<file path="config.mk">
export PLATFORM = sky130hd
export DESIGN_NAME = hdmi_period_encoder_flat
export DESIGN_NICKNAME = d
export VERILOG_FILES = /design/src/rtl/hdmi_period_encoder_if.sv /design/src/rtl/hdmi_period_encoder.sv /design/src/flat_wrapper.sv
export SDC_FILE = /design/constraint.sdc
export NUM_CORES = 1
export LEC_CHECK = 0
export CAP_MARGIN = 20
export CELL_PAD_IN_SITES_DETAIL_PLACEMENT = 1
export CELL_PAD_IN_SITES_GLOBAL_PLACEMENT = 1
export CORE_ASPECT_RATIO = 0.6
export CORE_MARGIN = 4
export CORE_UTILIZATION = 54
export DETAILED_ROUTE_END_ITERATION = 10
export PLACE_DENSITY = 0.94
export RECOVER_POWER = 50
export SLEW_MARGIN = 10
export SYNTH_ARGS = -nofsm -noshare
export SYNTH_HDL_FRONTEND = slang
export SYNTH_SLANG_ARGS = --single-unit
</file>
<file path="constraint.sdc">
create_clock -name clk -period 23.2 [get_ports clk]
set_clock_uncertainty 0.15 [all_clocks]
set_input_delay 4.64 -clock clk [delete_from_list [all_inputs] [get_ports clk]]
set_output_delay 4.64 -clock clk [all_outputs]
set_load 0.02 [all_outputs]
</file>
<file path="src/rtl/hdmi_period_encoder_if.sv">
// Bundle of the upstream inputs and serialiser-facing outputs of hdmi_period_encoder.
// master: timing/packet generator side (drives vde/ade/sync/pix/aux); slave: encoder side.
// test_en exists only when TMDS_PATTERN_GEN_EN is defined.
interface hdmi_period_encoder_if;
    logic        vde;
    logic        ade;
    logic        hsync;
    logic        vsync;
    logic [23:0] pix_data;
    logic [11:0] aux_data;
    logic [29:0] tmds_out;
    logic [2:0]  period;
    logic        seq_err;
`ifdef TMDS_PATTERN_GEN_EN
    logic        test_en;

    modport master (output vde, ade, hsync, vsync, pix_data, aux_data, test_en,
                    input  tmds_out, period, seq_err);
    modport slave  (input  vde, ade, hsync, vsync, pix_data, aux_data, test_en,
                    output tmds_out, period, seq_err);
`else
    modport master (output vde, ade, hsync, vsync, pix_data, aux_data,
                    input  tmds_out, period, seq_err);
    modport slave  (input  vde, ade, hsync, vsync, pix_data, aux_data,
                    output tmds_out, period, seq_err);
`endif
endinterface

</file>
<file path="src/rtl/hdmi_period_encoder.sv">
// 3-channel TMDS/TERC4 encoder that inserts preambles and guard bands by delaying the data path.
// Latency: PREAMBLE_LEN+GUARD_LEN+1 cycles from inputs to tmds_out/period.
// No backpressure: one symbol per channel every cycle; illegal requests pulse seq_err and are dropped.
// Ports: clk, reset_n (async active-low), bus (slave modport: vde/ade/hsync/vsync/pix_data/aux_data in,
// tmds_out/period/seq_err out). Optional macro TMDS_PATTERN_GEN_EN adds bus.test_en (8-bit VID ramp).
module hdmi_period_encoder #(
    parameter int PREAMBLE_LEN = 8,
    parameter int GUARD_LEN    = 2,
    parameter int CNT_W        = 5
) (
    input  logic                 clk,
    input  logic                 reset_n,
    hdmi_period_encoder_if.slave bus
);
    localparam int D    = PREAMBLE_LEN + GUARD_LEN;
    localparam int PH_W = $clog2(D + 1);

    localparam logic [9:0] CTL_00 = 10'b1101010100;
    localparam logic [9:0] CTL_01 = 10'b0010101011;
    localparam logic [9:0] CTL_10 = 10'b0101010100;
    localparam logic [9:0] CTL_11 = 10'b1010101011;
    localparam logic [9:0] GB_A   = 10'b1011001100;
    localparam logic [9:0] GB_B   = 10'b0100110011;

    typedef enum logic [2:0] {
        P_CTRL = 3'd0, P_PRE = 3'd1, P_LGB = 3'd2, P_VID = 3'd3, P_DATA = 3'd4, P_TGB = 3'd5
    } period_e;

    // aux bits [1:0] are never encoded (ch0 carries sync there), so they are not delayed
    typedef struct packed {
        logic        vde;
        logic        ade;
        logic        vsync;
        logic        hsync;
        logic [9:0]  aux;
        logic [23:0] pix;
    } smp_t;

    smp_t    dly_q [D];
    smp_t    dly_d [D];
    smp_t    dly_out;
    period_e state_q, state_d;
    logic [PH_W-1:0] ph_q, ph_d;
    logic    kind_vid_q, kind_vid_d;
    logic    vde_prev_q, vde_prev_d, ade_prev_q, ade_prev_d;
    logic    rise_v, rise_a;
    logic    seq_err_q, seq_err_d;
    logic [29:0] tmds_q, tmds_d;
    logic signed [CNT_W-1:0] cnt_q [3];
    logic signed [CNT_W-1:0] cnt_d [3];
    logic [7:0]  vid_pix [3];
    logic [CNT_W+9:0] enc [3];
    logic [1:0]  c0;
`ifdef TMDS_PATTERN_GEN_EN
    logic [7:0]  ramp_q, ramp_d;
`endif

    function automatic logic [3:0] popcnt8(input logic [7:0] d);
        logic [3:0] n;
        n = '0;
        for (int i = 0; i < 8; i++) n = n + {3'b000, d[i]};
        return n;
    endfunction

    function automatic logic [9:0] ctl_word(input logic [1:0] c);
        case (c)
            2'b00:   return CTL_00;
            2'b01:   return CTL_01;
            2'b10:   return CTL_10;
            default: return CTL_11;
        endcase
    endfunction

    function automatic logic [9:0] terc4(input logic [3:0] n);
        case (n)
            4'h0: return 10'b1010011100;  4'h1: return 10'b1001100011;
            4'h2: return 10'b1011100100;  4'h3: return 10'b1011100010;
            4'h4: return 10'b0101110001;  4'h5: return 10'b0100011110;
            4'h6: return 10'b0110001110;  4'h7: return 10'b0100111100;
            4'h8: return 10'b1011001100;  4'h9: return 10'b0100111001;
            4'hA: return 10'b0110011100;  4'hB: return 10'b1011000110;
            4'hC: return 10'b1010001110;  4'hD: return 10'b1001110001;
            4'hE: return 10'b0101100011;  default: return 10'b1011000011;
        endcase
    endfunction

    // Returns {symbol[9:0], next running disparity}.
    function automatic logic [CNT_W+9:0] tmds_enc(input logic [7:0] d,
                                                  input logic signed [CNT_W-1:0] cnt);
        logic [3:0] n1_d, n1_m;
        logic       use_xnor, cnt_pos, cnt_neg;
        logic [8:0] q_m;
        logic [9:0] q;
        logic signed [CNT_W-1:0] bal, c;
        n1_d     = popcnt8(d);
        use_xnor = (n1_d > 4'd4) || ((n1_d == 4'd4) && !d[0]);
        q_m[0]   = d[0];
        for (int i = 1; i < 8; i++) q_m[i] = use_xnor ? ~(q_m[i-1] ^ d[i]) : (q_m[i-1] ^ d[i]);
        q_m[8]   = ~use_xnor;
        n1_m     = popcnt8(q_m[7:0]);
        // ones minus zeros of q_m[7:0]; intermediate may wrap, result always fits
        bal      = $signed(CNT_W'({n1_m, 1'b0})) - $signed(CNT_W'(8));
        cnt_neg  = cnt[CNT_W-1];
        cnt_pos  = !cnt_neg && (cnt != '0);
        if ((cnt == '0) || (n1_m == 4'd4)) begin
            q = {~q_m[8], q_m[8], q_m[8] ? q_m[7:0] : ~q_m[7:0]};
            c = q_m[8] ? cnt + bal : cnt - bal;
        end else if ((cnt_pos && n1_m > 4'd4) || (cnt_neg && n1_m < 4'd4)) begin
            q = {1'b1, q_m[8], ~q_m[7:0]};
            c = cnt + $signed(CNT_W'({q_m[8], 1'b0})) - bal;
        end else begin
            q = {1'b0, q_m[8], q_m[7:0]};
            c = cnt - $signed(CNT_W'({~q_m[8], 1'b0})) + bal;
        end
        return {q, c};
    endfunction

    always_comb begin
        dly_d[0].vde   = bus.vde;
        dly_d[0].ade   = bus.ade;
        dly_d[0].vsync = bus.vsync;
        dly_d[0].hsync = bus.hsync;
        dly_d[0].aux   = bus.aux_data[11:2];
        dly_d[0].pix   = bus.pix_data;
        for (int i = 1; i < D; i++) dly_d[i] = dly_q[i-1];
        dly_out    = dly_q[D-1];
        vde_prev_d = bus.vde;
        ade_prev_d = bus.ade;
        rise_v     = bus.vde & ~vde_prev_q;
        rise_a     = bus.ade & ~ade_prev_q;
        seq_err_d  = ((rise_v | rise_a) && (state_q != P_CTRL)) || (rise_v && rise_a);

        state_d    = state_q;
        kind_vid_d = kind_vid_q;
        ph_d       = ph_q + PH_W'(1);
        case (state_q)
            P_CTRL: begin
                ph_d = '0;
                if (rise_v | rise_a) begin
                    state_d    = P_PRE;
                    kind_vid_d = rise_v;   // video wins a simultaneous rise
                end
            end
            P_PRE: if (ph_q == PH_W'(PREAMBLE_LEN - 1)) begin
                state_d = P_LGB;
                ph_d    = '0;
            end
            // the guard band ends exactly when the rising-edge sample leaves the delay line
            P_LGB: if (ph_q == PH_W'(GUARD_LEN - 1)) begin
                state_d = kind_vid_q ? P_VID : P_DATA;
                ph_d    = '0;
            end
            P_VID:  if (!dly_out.vde) state_d = P_CTRL;
            P_DATA: if (!dly_out.ade) begin
                state_d = P_TGB;
                ph_d    = '0;
            end
            P_TGB:  if (ph_q == PH_W'(GUARD_LEN - 1)) state_d = P_CTRL;
            default: state_d = P_CTRL;
        endcase

        c0 = {dly_out.vsync, dly_out.hsync};
        for (int ch = 0; ch < 3; ch++) begin
`ifdef TMDS_PATTERN_GEN_EN
            vid_pix[ch] = bus.test_en ? ramp_q : dly_out.pix[8*ch +: 8];
`else
            vid_pix[ch] = dly_out.pix[8*ch +: 8];
`endif
            enc[ch]   = tmds_enc(vid_pix[ch], cnt_q[ch]);
            cnt_d[ch] = '0;
        end
`ifdef TMDS_PATTERN_GEN_EN
        ramp_d = (state_d == P_VID) ? ramp_q + 8'd1 : 8'd0;
`endif

        tmds_d = {CTL_00, CTL_00, ctl_word(c0)};
        case (state_d)
            P_PRE: tmds_d[29:10] = {kind_vid_d ? CTL_00 : CTL_01, CTL_01};
            P_LGB: tmds_d = kind_vid_d ? {GB_A, GB_B, GB_A}
                                       : {GB_B, GB_B, terc4({2'b11, c0})};
            P_VID: for (int ch = 0; ch < 3; ch++) begin
                tmds_d[10*ch +: 10] = enc[ch][CNT_W +: 10];
                cnt_d[ch]           = $signed(enc[ch][CNT_W-1:0]);
            end
            P_DATA: tmds_d = {terc4(dly_out.aux[9:6]), terc4(dly_out.aux[5:2]),
                              terc4({dly_out.aux[1:0], c0})};
            P_TGB: tmds_d = {GB_B, GB_B, terc4({2'b11, c0})};
            default: ;
        endcase
    end

    always_ff @(posedge clk or negedge reset_n) begin
        if (!reset_n) begin
            state_q    <= P_CTRL;
            ph_q       <= '0;
            kind_vid_q <= 1'b0;
            vde_prev_q <= 1'b0;
            ade_prev_q <= 1'b0;
            seq_err_q  <= 1'b0;
            tmds_q     <= '0;
            for (int i = 0; i < D; i++) dly_q[i] <= '0;
            for (int ch = 0; ch < 3; ch++) cnt_q[ch] <= '0;
`ifdef TMDS_PATTERN_GEN_EN
            ramp_q     <= '0;
`endif
        end else begin
            state_q    <= state_d;
            ph_q       <= ph_d;
            kind_vid_q <= kind_vid_d;
            vde_prev_q <= vde_prev_d;
            ade_prev_q <= ade_prev_d;
            seq_err_q  <= seq_err_d;
            tmds_q     <= tmds_d;
            for (int i = 0; i < D; i++) dly_q[i] <= dly_d[i];
            for (int ch = 0; ch < 3; ch++) cnt_q[ch] <= cnt_d[ch];
`ifdef TMDS_PATTERN_GEN_EN
            ramp_q     <= ramp_d;
`endif
        end
    end

    // state_q is the period of the symbol currently held in tmds_q
    assign bus.tmds_out = tmds_q;
    assign bus.period   = state_q;
    assign bus.seq_err  = seq_err_q;
endmodule
</file>
<file path="src/flat_wrapper.sv">
// flat-port wrapper written by rule: the top's interface ports become plain ports
module hdmi_period_encoder_flat 
#(
    parameter int PREAMBLE_LEN = 8,
    parameter int GUARD_LEN    = 2,
    parameter int CNT_W        = 5
)
  (clk, reset_n, bus_vde, bus_ade, bus_hsync, bus_vsync, bus_pix_data, bus_aux_data, bus_tmds_out, bus_period, bus_seq_err);
  hdmi_period_encoder_if bus_i ();
  input  logic clk;
  input  logic reset_n;
  input wire logic [$bits(bus_i.vde)-1:0] bus_vde;
  input wire logic [$bits(bus_i.ade)-1:0] bus_ade;
  input wire logic [$bits(bus_i.hsync)-1:0] bus_hsync;
  input wire logic [$bits(bus_i.vsync)-1:0] bus_vsync;
  input wire logic [$bits(bus_i.pix_data)-1:0] bus_pix_data;
  input wire logic [$bits(bus_i.aux_data)-1:0] bus_aux_data;
  output wire logic [$bits(bus_i.tmds_out)-1:0] bus_tmds_out;
  output wire logic [$bits(bus_i.period)-1:0] bus_period;
  output wire logic [$bits(bus_i.seq_err)-1:0] bus_seq_err;
  assign bus_i.vde = bus_vde;
  assign bus_i.ade = bus_ade;
  assign bus_i.hsync = bus_hsync;
  assign bus_i.vsync = bus_vsync;
  assign bus_i.pix_data = bus_pix_data;
  assign bus_i.aux_data = bus_aux_data;
  assign bus_tmds_out = bus_i.tmds_out;
  assign bus_period = bus_i.period;
  assign bus_seq_err = bus_i.seq_err;
  hdmi_period_encoder #(.PREAMBLE_LEN(PREAMBLE_LEN), .GUARD_LEN(GUARD_LEN), .CNT_W(CNT_W)) u_core (.clk(clk), .reset_n(reset_n), .bus(bus_i));
endmodule
</file>
---- After elaboration in Yosys (flattened, before gate mapping) ----
Memory sizes are Yosys's and may differ from the RTL's.
Cells that the tools add are included.
word-level totals
  flip-flop bits (word level) ............. 434
  input bits .............................. 42
  latch bits .............................. 0
  memories ................................ 3
  logic and storage cells ................. 316
  bits in writable memories ............... 0
  output and inout bits ................... 34
  ROM bits ................................ 480
memories
  name              depth  bits a word  read ports  clocked after Yosys merged registers in  wr ports  RTL line                   text
  (name not given)  16     10           1           0                                        0         hdmi_period_encoder.sv:75  case (n)
  (name not given)  16     10           1           0                                        0         hdmi_period_encoder.sv:75
  (name not given)  16     10           1           0                                        0         hdmi_period_encoder.sv:75
operators by class
  div/mod/pow operators ................... 0
  multipliers ............................. 0
  muxes and demuxes ....................... 60
  add/subtract/negate cells ............... 64
  eq/ne operators ......................... 20
  shift operators ......................... 0
  bitwise operators ....................... 53
  reductions and logical operators ........ 39
  $lt $le $gt $ge ......................... 9
operators by type and width
  operator            count
  $add 4x1->4         36
  $pmux 20 s5         1
  $mux 10             7
  $pmux 10 s3         2
  $mux 5              9
  $pmux 10 s4         1
  $add 5x5->5         6
  $mux 30             1
  $sub 5x5->5         6
  $eq 4x3->1 const B  7
  $not 1->1           26
  $gt 4x3->1 const B  6
  $mux 8              3
  $not 8->8           3
  $mux 1              23
  $mux 3              7
  $xor 1x1->1         21
  $pmux 3 s6          1
  $pmux 4 s4          1
  $add 5x3->5         3
  $logic_not 5->1     3
  $mux 15             1
  $reduce_bool 5->1   3
  $sub 5x3->5         3
  19 further kinds    65

---- Depth between registers and ports, before layout ----
  depth after elaboration ................. 36
  gate-level depth with buffers ........... 29
  gate-level depth less buffers ........... 28

---- Least setup slack after synthesis ----
OpenSTA, ideal clock, no wires.
  path kind ............................... flip-flop to flip-flop
  start point ............................. register, netlist name u_core.dly_out[8]
  end point ............................... register u_core.cnt_q[9] in the netlist's numbering
  arrival time ............................ 7450 ps
  clock period less this slack ............ 7721 ps
  data required time ...................... 22928 ps
  library setup time ...................... 122 ps
  stages on the path, launching flop included .. 27
  setup slack ............................. 15479 ps
  buffers on the path ..................... 0
  cells stage by stage .................... dfrtp_1 ha_1 inv_1 fa_1 fa_1 inv_1 fa_1 fa_1 nor3b_2 o21ai_0 a21oi_2 xnor2_1 ha_1 fa_1 fa_1 fa_1 inv_1 fa_1 ha_1 inv_1 ha_1 a21o_1 a21oi_1 xor2_1 o21ai_0 nor3b_1 a2111oi_1
RTL lines
  what       RTL line                   text
  to (decl)  hdmi_period_encoder.sv:49  logic signed [CNT_W-1:0] cnt_q [3];

==> results.yml <==
synthesis:
  synth_ff_type: "dfrtp_1"
  synthesis.area_um2: 16240
  ys_seq_elements: 431
  async_flop_share_pct: 100.0
  synthCells: 1128
  yosysSeqAreaShare_pct: 66.40
  ys_warn_count: 0
  syn_nets: 1294
  syn_area_per_cell_um2: 14.40
  synth_edf_count: 0
  synth_area_leader_cell: "dfrtp_1"
  yosysUniqueCellTypes: 69
  synth_top_area_share_pct: 66.40
  yosys-top-cells-area: "dfrtp_1, ha_1, fa_1"
layout:
  post-route-util_pct: 63.90
  area_growth_pct: 14.84
  antenna_cells: 0
  mostFrequentLayoutCell: "dfrtp_1"
  nNetsFinal: 1390
  final_cell_mix: "dfrtp_1, inv_1, ha_1"
  nFillCells: 2698
  drive_gt1_share_pct: 7.520
grt:
  grt_pass1_wl_um: 67070
  busiest_layer: "met2"
  grt_antenna_before_repair: 0
  use_met1_pct: 32.93
  overflow: 0
  grt_pass1_vias: 11155
  gr-usage-all-layers_pct: 26.70
  grt_max_degree: 135
  grt_util_met2_pct: 45.43
  use_met3_pct: 5.380
status:
  violations: "max-capacitance violations, max-slew violations"
  status: "finished with violations"
worst_setup_path:
  r2r-end: "u_core.bus.tmds_out[14]$_DFF_PN0_"
  worst-path-max-fanout: 134
  start_kind: "input pin"
  worstPathArrival_ns: 11.41
  rrSetupSlack_ns: 13.81
  path_cells: "clkbuf_1 -> buf_4 -> buf_4"
  crit_required_ns: 23.58
  crit_path_end_kind: "async pin"
  startpoint: "reset_n"
  cp-endpoint: "u_core.dly_d[86]$_DFF_PN0_"
  path_class: "input pin to async pin"
  cpMaxStageDelayCell: "clkbuf_1"
  r2r_start: "u_core.dly_out[8]$_DFF_PN0_"
  cpPeakStageDelay_ns: 4.59
  cp_common_cell: "buf_4"
  worst-r2r-cell-count: 26
routing:
  firstDrtPassIters: 6
  drc: 0
  routed_via_density: 5.886
  drt-initial-drc-count: 1024
  vias: 9712
  drt-total-wl_um: 42050
  ant_nets: 0
  routedWlPerCell_um: 25.48
clock_tree:
  ctsRootBufferMaster: "clkbuf_16"
  ctsResizeCount: 0
  numCtsBuffers: 39
  clk_latency_ns: 0.56
  post_cts_buffers: 0
  cts.clk_slew.worst_paths_ns: 0.07
  cts.sinks: 431
  clk_path_buf_depth: 3
  htreeDepth: 2
  cts_tree: "done"
  ctsHoldBuffers: 0
floorplanning:
  fp.dieW_um: 231.9
  die_y_um: 142.3
  ioPinCount: 76
  start_util_pct: 55.65
  core_region_area_um2: 29190
  die_area_um2: 33010
  row_count: 48
timing:
  maxSlewViolCount: 135
  slew_headroom_pct: -346.6
  period_needed_ns: 11.03
  rsz0062_at_grt: "false"
  hold_violations: 0
  fmax_mhz: 90.70
  tns_ns: 0
  timing.final.crit_share_pct: 47.52
  setup_viol: 0
  worstMarginPinSlew_ns: 6.699
placed_design:
  gp_congestion: 0.8462
  io_buffers: 73
  hpwl_um: 26130
min_path:
  holdCritPathClass: "flip-flop to flip-flop"
flow_run:
  cap_violations: 1
-- through the flow --
stage | cells | instance area [um2] | hold slack (ns) | setup WS (ns)
floorplan | 1128 | 16240 | 0.1812 | 15.48
global placement | 1582 | 17390 | 0.1813 | 14.90
detailed placement | 1582 | 17390 | 0.1856 | 14.27
CTS | 1649 | 18640 | 0.1896 | 13.95
global route | 1650 | 18650 | 0.2025 | 10.63
finish | 1650 | 18650 | 0.1829 | 12.17
-- routing by layer --
metal	up-vias	routed length (um)
met2	581	21080
li1	3901	-
met3	215	2874
met1	5015	15500
met5	-	0
met4	0	2598
-- registers in the layout, indices dropped and copies added, names as in the netlist --
register,cells
u_core.bus.period,3
u_core.bus.seq_err,1
u_core.bus.tmds_out,30
u_core.c0,2
u_core.cnt_q,12
u_core.dly_d,342
u_core.dly_out,36
u_core.kind_vid_q,1
u_core.ph_q,4
-- final cells by class --
cell class	count	area [um2]	share of cell area (%)
timing repair buffer	81	804.5	4.313
inverter	103	386.6	2.073
clock inverter	11	113.9	0.6105
clock buffer	56	1140	6.111
sequential	431	10790	57.83
multi-input combinational	568	4921	26.38
tap	400	500.5	2.683
-- synth_stat cells, types with 7 or more instances --
| cell type | count |
|---|---|
| a211oi_1 | 11 |
| a21o_1 | 16 |
| a21oi_1 | 46 |
| a31oi_1 | 12 |
| buf_2 | 7 |
| clkbuf_1 | 15 |
| dfrtp_1 | 431 |
| fa_1 | 39 |
| ha_1 | 85 |
| inv_1 | 103 |
| mux2i_1 | 10 |
| nand2_1 | 38 |
| nand2b_1 | 8 |
| nand3_1 | 7 |
| nor2_1 | 48 |
| nor2b_1 | 8 |
| nor3_1 | 9 |
| nor3b_1 | 9 |
| o21ai_0 | 36 |
| o221ai_1 | 14 |
| xnor2_1 | 56 |
| xnor2_2 | 10 |
| xor2_1 | 24 |
-- cell families after synthesis --
logic type,synth area share [%]
fa+ha+maj,11.42
mux,0.6163
flops,66.40
xor+xnor,5.816
buf+inv,3.266
simple gates,4.337
compound gates,8.143
-- worst max-delay path, delay by kind of cell --
family | cells | cell delay, ns
buffers and inverters | 3 | 6.60
-- worst min path at each step --
| stage | from | to | cells past startpoint |
|---|---|---|---|
| after floorplan | u_core.dly_d[34]$_DFF_PN0_ | u_core.c0[0]$_DFF_PN0_ | 0 |
| after global placement | u_core.dly_d[4]$_DFF_PN0_ | u_core.dly_out[4]$_DFF_PN0_ | 0 |
| after detailed placement | u_core.dly_d[242]$_DFF_PN0_ | u_core.dly_d[204]$_DFF_PN0_ | 0 |
| after CTS | u_core.dly_d[105]$_DFF_PN0_ | u_core.dly_d[67]$_DFF_PN0_ | 0 |
| after global routing | u_core.dly_d[105]$_DFF_PN0_ | u_core.dly_d[67]$_DFF_PN0_ | 0 |
| final | u_core.dly_d[210]$_DFF_PN0_ | u_core.dly_d[172]$_DFF_PN0_ | 0 |
Power is not shown: default switching activity piles up to over one toggle a cycle in this logic, so the estimate is an artifact.
